### config.mk
export PLATFORM = sky130hd
export DESIGN_NAME = display_layer_ctrl
export DESIGN_NICKNAME = d
export VERILOG_FILES = /design/src/rtl/display_layer_ctrl.sv
export SDC_FILE = /design/constraint.sdc
export NUM_CORES = 1
export LEC_CHECK = 0
export BUFFER_PORTS_ARGS = -buffer_cell sky130_fd_sc_hd__buf_2
export CAP_MARGIN = 10
export CORE_ASPECT_RATIO = 0.75
export CORE_UTILIZATION = 30
export CTS_BUF_LIST = sky130_fd_sc_hd__clkbuf_4 sky130_fd_sc_hd__clkbuf_8 sky130_fd_sc_hd__clkbuf_16
export DETAILED_ROUTE_END_ITERATION = 8
export GPL_TIMING_DRIVEN = 0
export REMOVE_ABC_BUFFERS = 1
export SLEW_MARGIN = 20
export SYNTH_ARGS = -nofsm -noshare
export SYNTH_HDL_FRONTEND = slang
export SYNTH_SLANG_ARGS = --single-unit
### constraint.sdc
create_clock -name clk -period 3.4 [get_ports clk]
set_input_delay 0.68 -clock clk [delete_from_list [all_inputs] [get_ports clk]]
set_output_delay 0.68 -clock clk [all_outputs]
set_load 0.05 [all_outputs]
### src/rtl/display_layer_ctrl.sv
// Frame-synchronous screen-mode FSM that drives the object mux layer-enable mask,
// the game freeze and the death-blink effect; all outputs change only at frame start.
module display_layer_ctrl #(
    parameter int BLINK_FRAMES = 8,
    parameter int DYING_FRAMES = 64
) (
    input  logic       clk,
    input  logic       resetN,
    input  logic       startOfFrame,
    input  logic       buttonPressed,
    input  logic       playerDied,
    input  logic       playerWon,
    input  logic [2:0] livesLeft,
    output logic [9:0] layerEnable,
    output logic       freezeN,
    output logic [2:0] gameState
);

    typedef enum logic [2:0] {
        TITLE     = 3'd0,
        PLAY      = 3'd1,
        DYING     = 3'd2,
        DIED_WAIT = 3'd3,
        GAME_OVER = 3'd4,
        WIN       = 3'd5
    } state_t;

    state_t     state, nextState;
    logic [7:0] frameCnt, nextCnt;
    logic       pendBtn, pendDie, pendWin;
    logic       btnArmed;
    logic       btnEdge, btnEv, dieEv, winEv;

    function automatic logic [9:0] maskFor(input state_t s, input logic [7:0] cnt);
        int phase;
        phase = int'(cnt) / BLINK_FRAMES;
        case (s)
            TITLE:     maskFor = 10'h200;
            PLAY:      maskFor = 10'h03F;
            DYING:     maskFor = phase[0] ? 10'h01F : 10'h03F;
            DIED_WAIT: maskFor = 10'h31F;
            GAME_OVER: maskFor = 10'h340;
            WIN:       maskFor = 10'h298;
            default:   maskFor = 10'h200;
        endcase
    endfunction

    // btnArmed holds "button was low last cycle"; it resets to 0 so a button
    // already held through reset must be released before it can count again.
    assign btnEdge = buttonPressed & btnArmed;
    assign btnEv   = pendBtn | btnEdge;
    assign dieEv   = pendDie | playerDied;
    assign winEv   = pendWin | playerWon;

    always_comb begin
        nextState = state;
        nextCnt   = frameCnt;
        case (state)
            TITLE:     if (btnEv) nextState = PLAY;
            PLAY: begin
                if (winEv)      nextState = WIN;
                else if (dieEv) nextState = DYING;
            end
            DYING: begin
                if (frameCnt == 8'(DYING_FRAMES - 1))
                    nextState = (livesLeft == 3'd0) ? GAME_OVER : DIED_WAIT;
            end
            DIED_WAIT: if (btnEv) nextState = PLAY;
            GAME_OVER: if (btnEv) nextState = TITLE;
            WIN:       if (btnEv) nextState = TITLE;
            default:   nextState = TITLE;
        endcase

        if (nextState != state)
            nextCnt = 8'd0;
        else if (state == DYING)
            nextCnt = frameCnt + 8'd1;
        else
            nextCnt = 8'd0;
    end

    always_ff @(posedge clk or negedge resetN) begin
        if (!resetN) begin
            state       <= TITLE;
            frameCnt    <= 8'd0;
            layerEnable <= 10'h200;
            freezeN     <= 1'b0;
            pendBtn     <= 1'b0;
            pendDie     <= 1'b0;
            pendWin     <= 1'b0;
            btnArmed    <= 1'b0;
        end else begin
            btnArmed <= ~buttonPressed;
            if (startOfFrame) begin
                state       <= nextState;
                frameCnt    <= nextCnt;
                layerEnable <= maskFor(nextState, nextCnt);
                freezeN     <= (nextState == PLAY);
                pendBtn     <= 1'b0;
                pendDie     <= 1'b0;
                pendWin     <= 1'b0;
            end else begin
                pendBtn <= btnEv;
                pendDie <= dieEv;
                pendWin <= winEv;
            end
        end
    end

    assign gameState = state;

endmodule

# == Yosys cells after proc, flatten, opt, wreduce, memory -nomap -nowiden ==
# Cells that the tools add are included.
# classes
addsub,1
n_eq_ne,12
n_mux,14
n_bitwise,5
n_reduce_logical,4
# ops
cell,count
10-bit case mux with 5 select lines,1
3-bit two-way mux,6
8-bit two-way mux,2
3-bit by 2-bit equality test with 1-bit output (second input constant),4
3-bit equality test (second input constant),4
3-bit case mux with 4 select lines,1
8-bit by 1-bit adder with 8-bit output (second input constant),1
8-bit by 6-bit equality test with 1-bit output (second input constant),1
3-bit by 1-bit equality test with 1-bit output (second input constant),2
3-bit zero test,2
6-bit two-way mux,1
2-bit OR reduction,2
1-bit two-way mux,3
3-bit != test,1
1-bit OR,3
1-bit AND,1
1-bit NOT,1
# totals
register_bits,26
in_bits,9
out_inout_bits,14
elab_cells,44

# == Longest topological paths before layout ==
# depth
depth_word,8
mapped_depth,7
ltp_nobuf,6

# == Least setup slack after synthesis ==
# Ideal clock, no wire load.
# synth_timing
path_type,reg2reg
start,register state[2] (netlist: gameState[2])
end,register layerEnable[5]
setup_ps,70
arrival_ps,2118
required_time_ps,3330
path_slack_ps,1212
stages_incl_launch_ff,8
path_buffers,2
synth_period_minus_slack_ps,2188
cell_sequence,dfrtp_1 > buf_4 > or3b_4 > nor4_1 > or4_1 > buf_6 > or3_1 > nand3_1
# synth_between
elab_chain_cells,7
word_cells_on_any_way,24
classes_between,eq/ne (11); mux (10); reduce/logical (3)
# synth_rtl
element,line,text
start: declaration,28,"state_t state, nextState;"
start signal: assignment,95,state <= nextState;
"3-bit equality test, or another cell as far along",58,case (state)
2-bit OR reduction (no line) or 3-bit two-way mux (tied branches),-,
3-bit case mux with 4 select lines,58,
3-bit != test,74,if (nextState != state)
8-bit two-way mux,74,
6-bit two-way mux,40,DYING: maskFor = phase[0] ? 10'h01F : 10'h03F;
10-bit case mux with 5 select lines (*),37,case (s)
end signal: assignment,97,"layerEnable <= maskFor(nextState, nextCnt);"
end: declaration,14,"output logic [9:0] layerEnable,"
# Every way passes the cells marked *; elsewhere a longest branch is shown, timed or not.
# A chain may end at the register's enable or synchronous reset.

# == Final worst setup path ==
# layout_timing
start,register frameCnt[0]
end,register layerEnable[8]
# layout_between
elab_chain_cells,5
word_cells_on_any_way,9
classes_between,eq/ne (6); mux (3)
# layout_rtl
element,line,text
start: declaration,29,"logic [7:0] frameCnt, nextCnt;"
start signal: assignment,96,frameCnt <= nextCnt;
8-bit by 6-bit equality test with 1-bit output (*),65,if (frameCnt == 8'(DYING_FRAMES - 1))
3-bit two-way mux (*),65,
3-bit case mux with 4 select lines (*),58,
"3-bit equality test, or another cell as far along",37,
10-bit case mux with 5 select lines (*),37,
# Marked as above.

==> qor.txt <==
status = completed
top cells by instance count after synthesis = dfrtp_1 (22), nor2_1 (16), nand2_1 (12), o21ai_0 (12), a21oi_1 (8)
first-pass GRT wire length = 4440 um
Slew HR = 0.648
Inserted Diodes = 0
leakage power = 0.607 nW
ys async rst share = 1.00
synthesized area = 0.00125 mm2
area delta synth->final = 12.5%
Die Wd = 76.5 um
start point of the critical path = frameCnt[0]$_DFFE_PN0P_
Die Y = 57.9 um
antenna viol nets, final = 0
synth top area cells = dfrtp_1 (44%), o21ai_0 (4.8%), nor2_1 (4.8%)
I/O pin total = 23
DRT Pass-1 Iters = 4
Final Setup Violations = 0
CTS H-tree lvls = 1
routed vias = 1020
ys flop type = dfrtp_1
Setup CP Type = flip-flop to flip-flop
fin crit share = 0.657
cts hold-fix bufs = 0
Worst Setup Slack post-DPL = 0.966 ns
max-cap viol count = 0
Total Wirelength = 2530 um
Worst R2R Start = frameCnt[0]$_DFFE_PN0P_
initial antenna violation count = 0
YS warnings = 0
Die ar. = 0.00443 mm2
cell count after synthesis = 134
minimum clock period = 2.23 ns
clk buf depth = 2
number of synthesized flops with an enable pin = 0
clk sinks = 23
largest net degree at the start of global routing = 27
Hold Path Class = input port to async pin
CP Launch Type = flip-flop
crit end category = flip-flop
1st-iter DRT viols = 45
register area share after synthesis = 0.462
setup repair bufs after CTS = 0
RSZ-0062 raised after global routing = no
remaining global-route overflow = 0
Synth Register Bits = 23
Pins Over Slew Limit = 0
CTS tree = done
Initial Util = 0.326
maximum vdd ir drop = 0.000437 V
Worst Skew = 0.00370 ns
Slew @ Worst Pin = 0.526 ns
Fin Setup TNS = 0 ns
# rows = 19
PostCTS Resize Cnt = 0
CTS Root Cell = clkbuf_8
GP Congestion = 0.812
Layout Nets = 161
FMAX = 448 MHz
gr usage total = 0.128
Worst R2R Setup Slack = 1.17 ns
hold slack = 0.371 ns
share of cells above drive strength 1 = 0.233
distinct cell type count after synthesis = 41
wire per inst = 12.5 um
top-count cell post-synth = dfrtp_1
final hold violations = 0
top-area cell type share of the netlist area = 0.441
critical path fanouts, max = 9
via/cell ratio = 5.05
PwrDens = 649 mW/mm2
CTS Buf Count = 3
Req. time, crit path = 3.56 ns
# DRC = 0
core area = 0.00383 mm2
Avg Synthesized Cell Area = 9.32 um2
port bufs = 22
clock latency on the worst-skew pair = 0.27 ns
Worst-path clk slew = 0.09 ns
Critical Path AT = 2.39 ns
largest area contributor in the netlist = dfrtp_1
hpwl dp = 1800 um
vias in the first global route = 934
post-layout worst setup margin = 1.17 ns
[flip-flops by register name, summed over array words and instances, names as in the netlist]
name         flops
pendBtn          1
btnArmed         1
frameCnt         8
freezeN          1
layerEnable      7
pendWin          1
gameState        3
pendDie          1
[final timing paths]
check / end / cells past startpoint
max in group asynchronous: layerEnable[9]$_DFFE_PN1P_ / 1
max: layerEnable[8]$_DFFE_PN0P_ / 6
min reg2reg: layerEnable[5]$_DFFE_PN0P_ / 2
min in group clk: layerEnable[5]$_DFFE_PN0P_ / 2
max reg2reg: layerEnable[8]$_DFFE_PN0P_ / 6
min: layerEnable[2]$_DFFE_PN0P_ / 1
[report_power, final]
part	total [mW]	internal (mW)	switching, mW
sequential	0.358	0.319	0.0390
combinational	0.378	0.0994	0.278
clock	0.176	0.0830	0.0928
total	0.912	0.501	0.410
[logic make-up (layout without fill, tap and decap cells)]
family	count (synthesis)	after routing	share of synthesized area
compound gates	35	35	0.173
xor+xnor	2	2	0.0140
fa+ha+maj	1	1	0.0100
buf+inv	14	30	0.0661
flops	23	23	0.462
mux	3	3	0.0251
simple gates	56	56	0.250
[layout by cell type, fill, tap and decap left out, drive strengths merged, types with 2 or more instances in the layout]
cell and instances:
a21oi 9, a2bb2oi 2, a31oi 2, buf 22, clkbuf 3, dfrtp 22
inv 4, mux2i 2, nand2 12, nand3 3, nand3b 2, nor2 16
nor3 7, nor4 2, o21ai 13, o2bb2ai 2, o31ai 2, or2 2
or2b 3, or3 2, xnor2 2
[area by class of cell]
type,count,area [um2]
Inverter,4,15.0
Clock buffer,3,41.3
Fill cell,383,2420
Sequential cell,23,577
Multi-Input combinational cell,97,589
Tap cell,52,65.1
Clock inverter,1,7.51
Timing Repair Buffer,22,110
[per-stage QoR]
step | total power [mW] | utilization | area [um2] | cells
2_1_floorplan | 0.646 | - | 1180 | 124
3_3_place_gp | 0.738 | 0.354 | 1360 | 198
3_5_place_dp | 0.742 | 0.354 | 1360 | 198
4_1_cts | 0.921 | 0.367 | 1410 | 202
5_1_grt | 0.969 | 0.367 | 1410 | 202
6_report | 0.912 | 0.367 | 1410 | 202
[critical path: stages (launching register included)]
cell and delay, ns:
dfrtp_1 0.43, ha_1 0.25, nand3_2 0.17, nor4_1 0.08
or4_1 0.72, mux2i_1 0.19, mux2_2 0.28
[metal layers]
layer / vias up / global-route usage / wire (um)
li1: 503 / - / -
met1: 489 / 0.174 / 1280
met2: 26 / 0.202 / 1110
met3: 2 / 0.0394 / 122
met4: 0 / 0.0275 / 12
met5: - / 0 / 0
(Power assumes the default switching activity.)
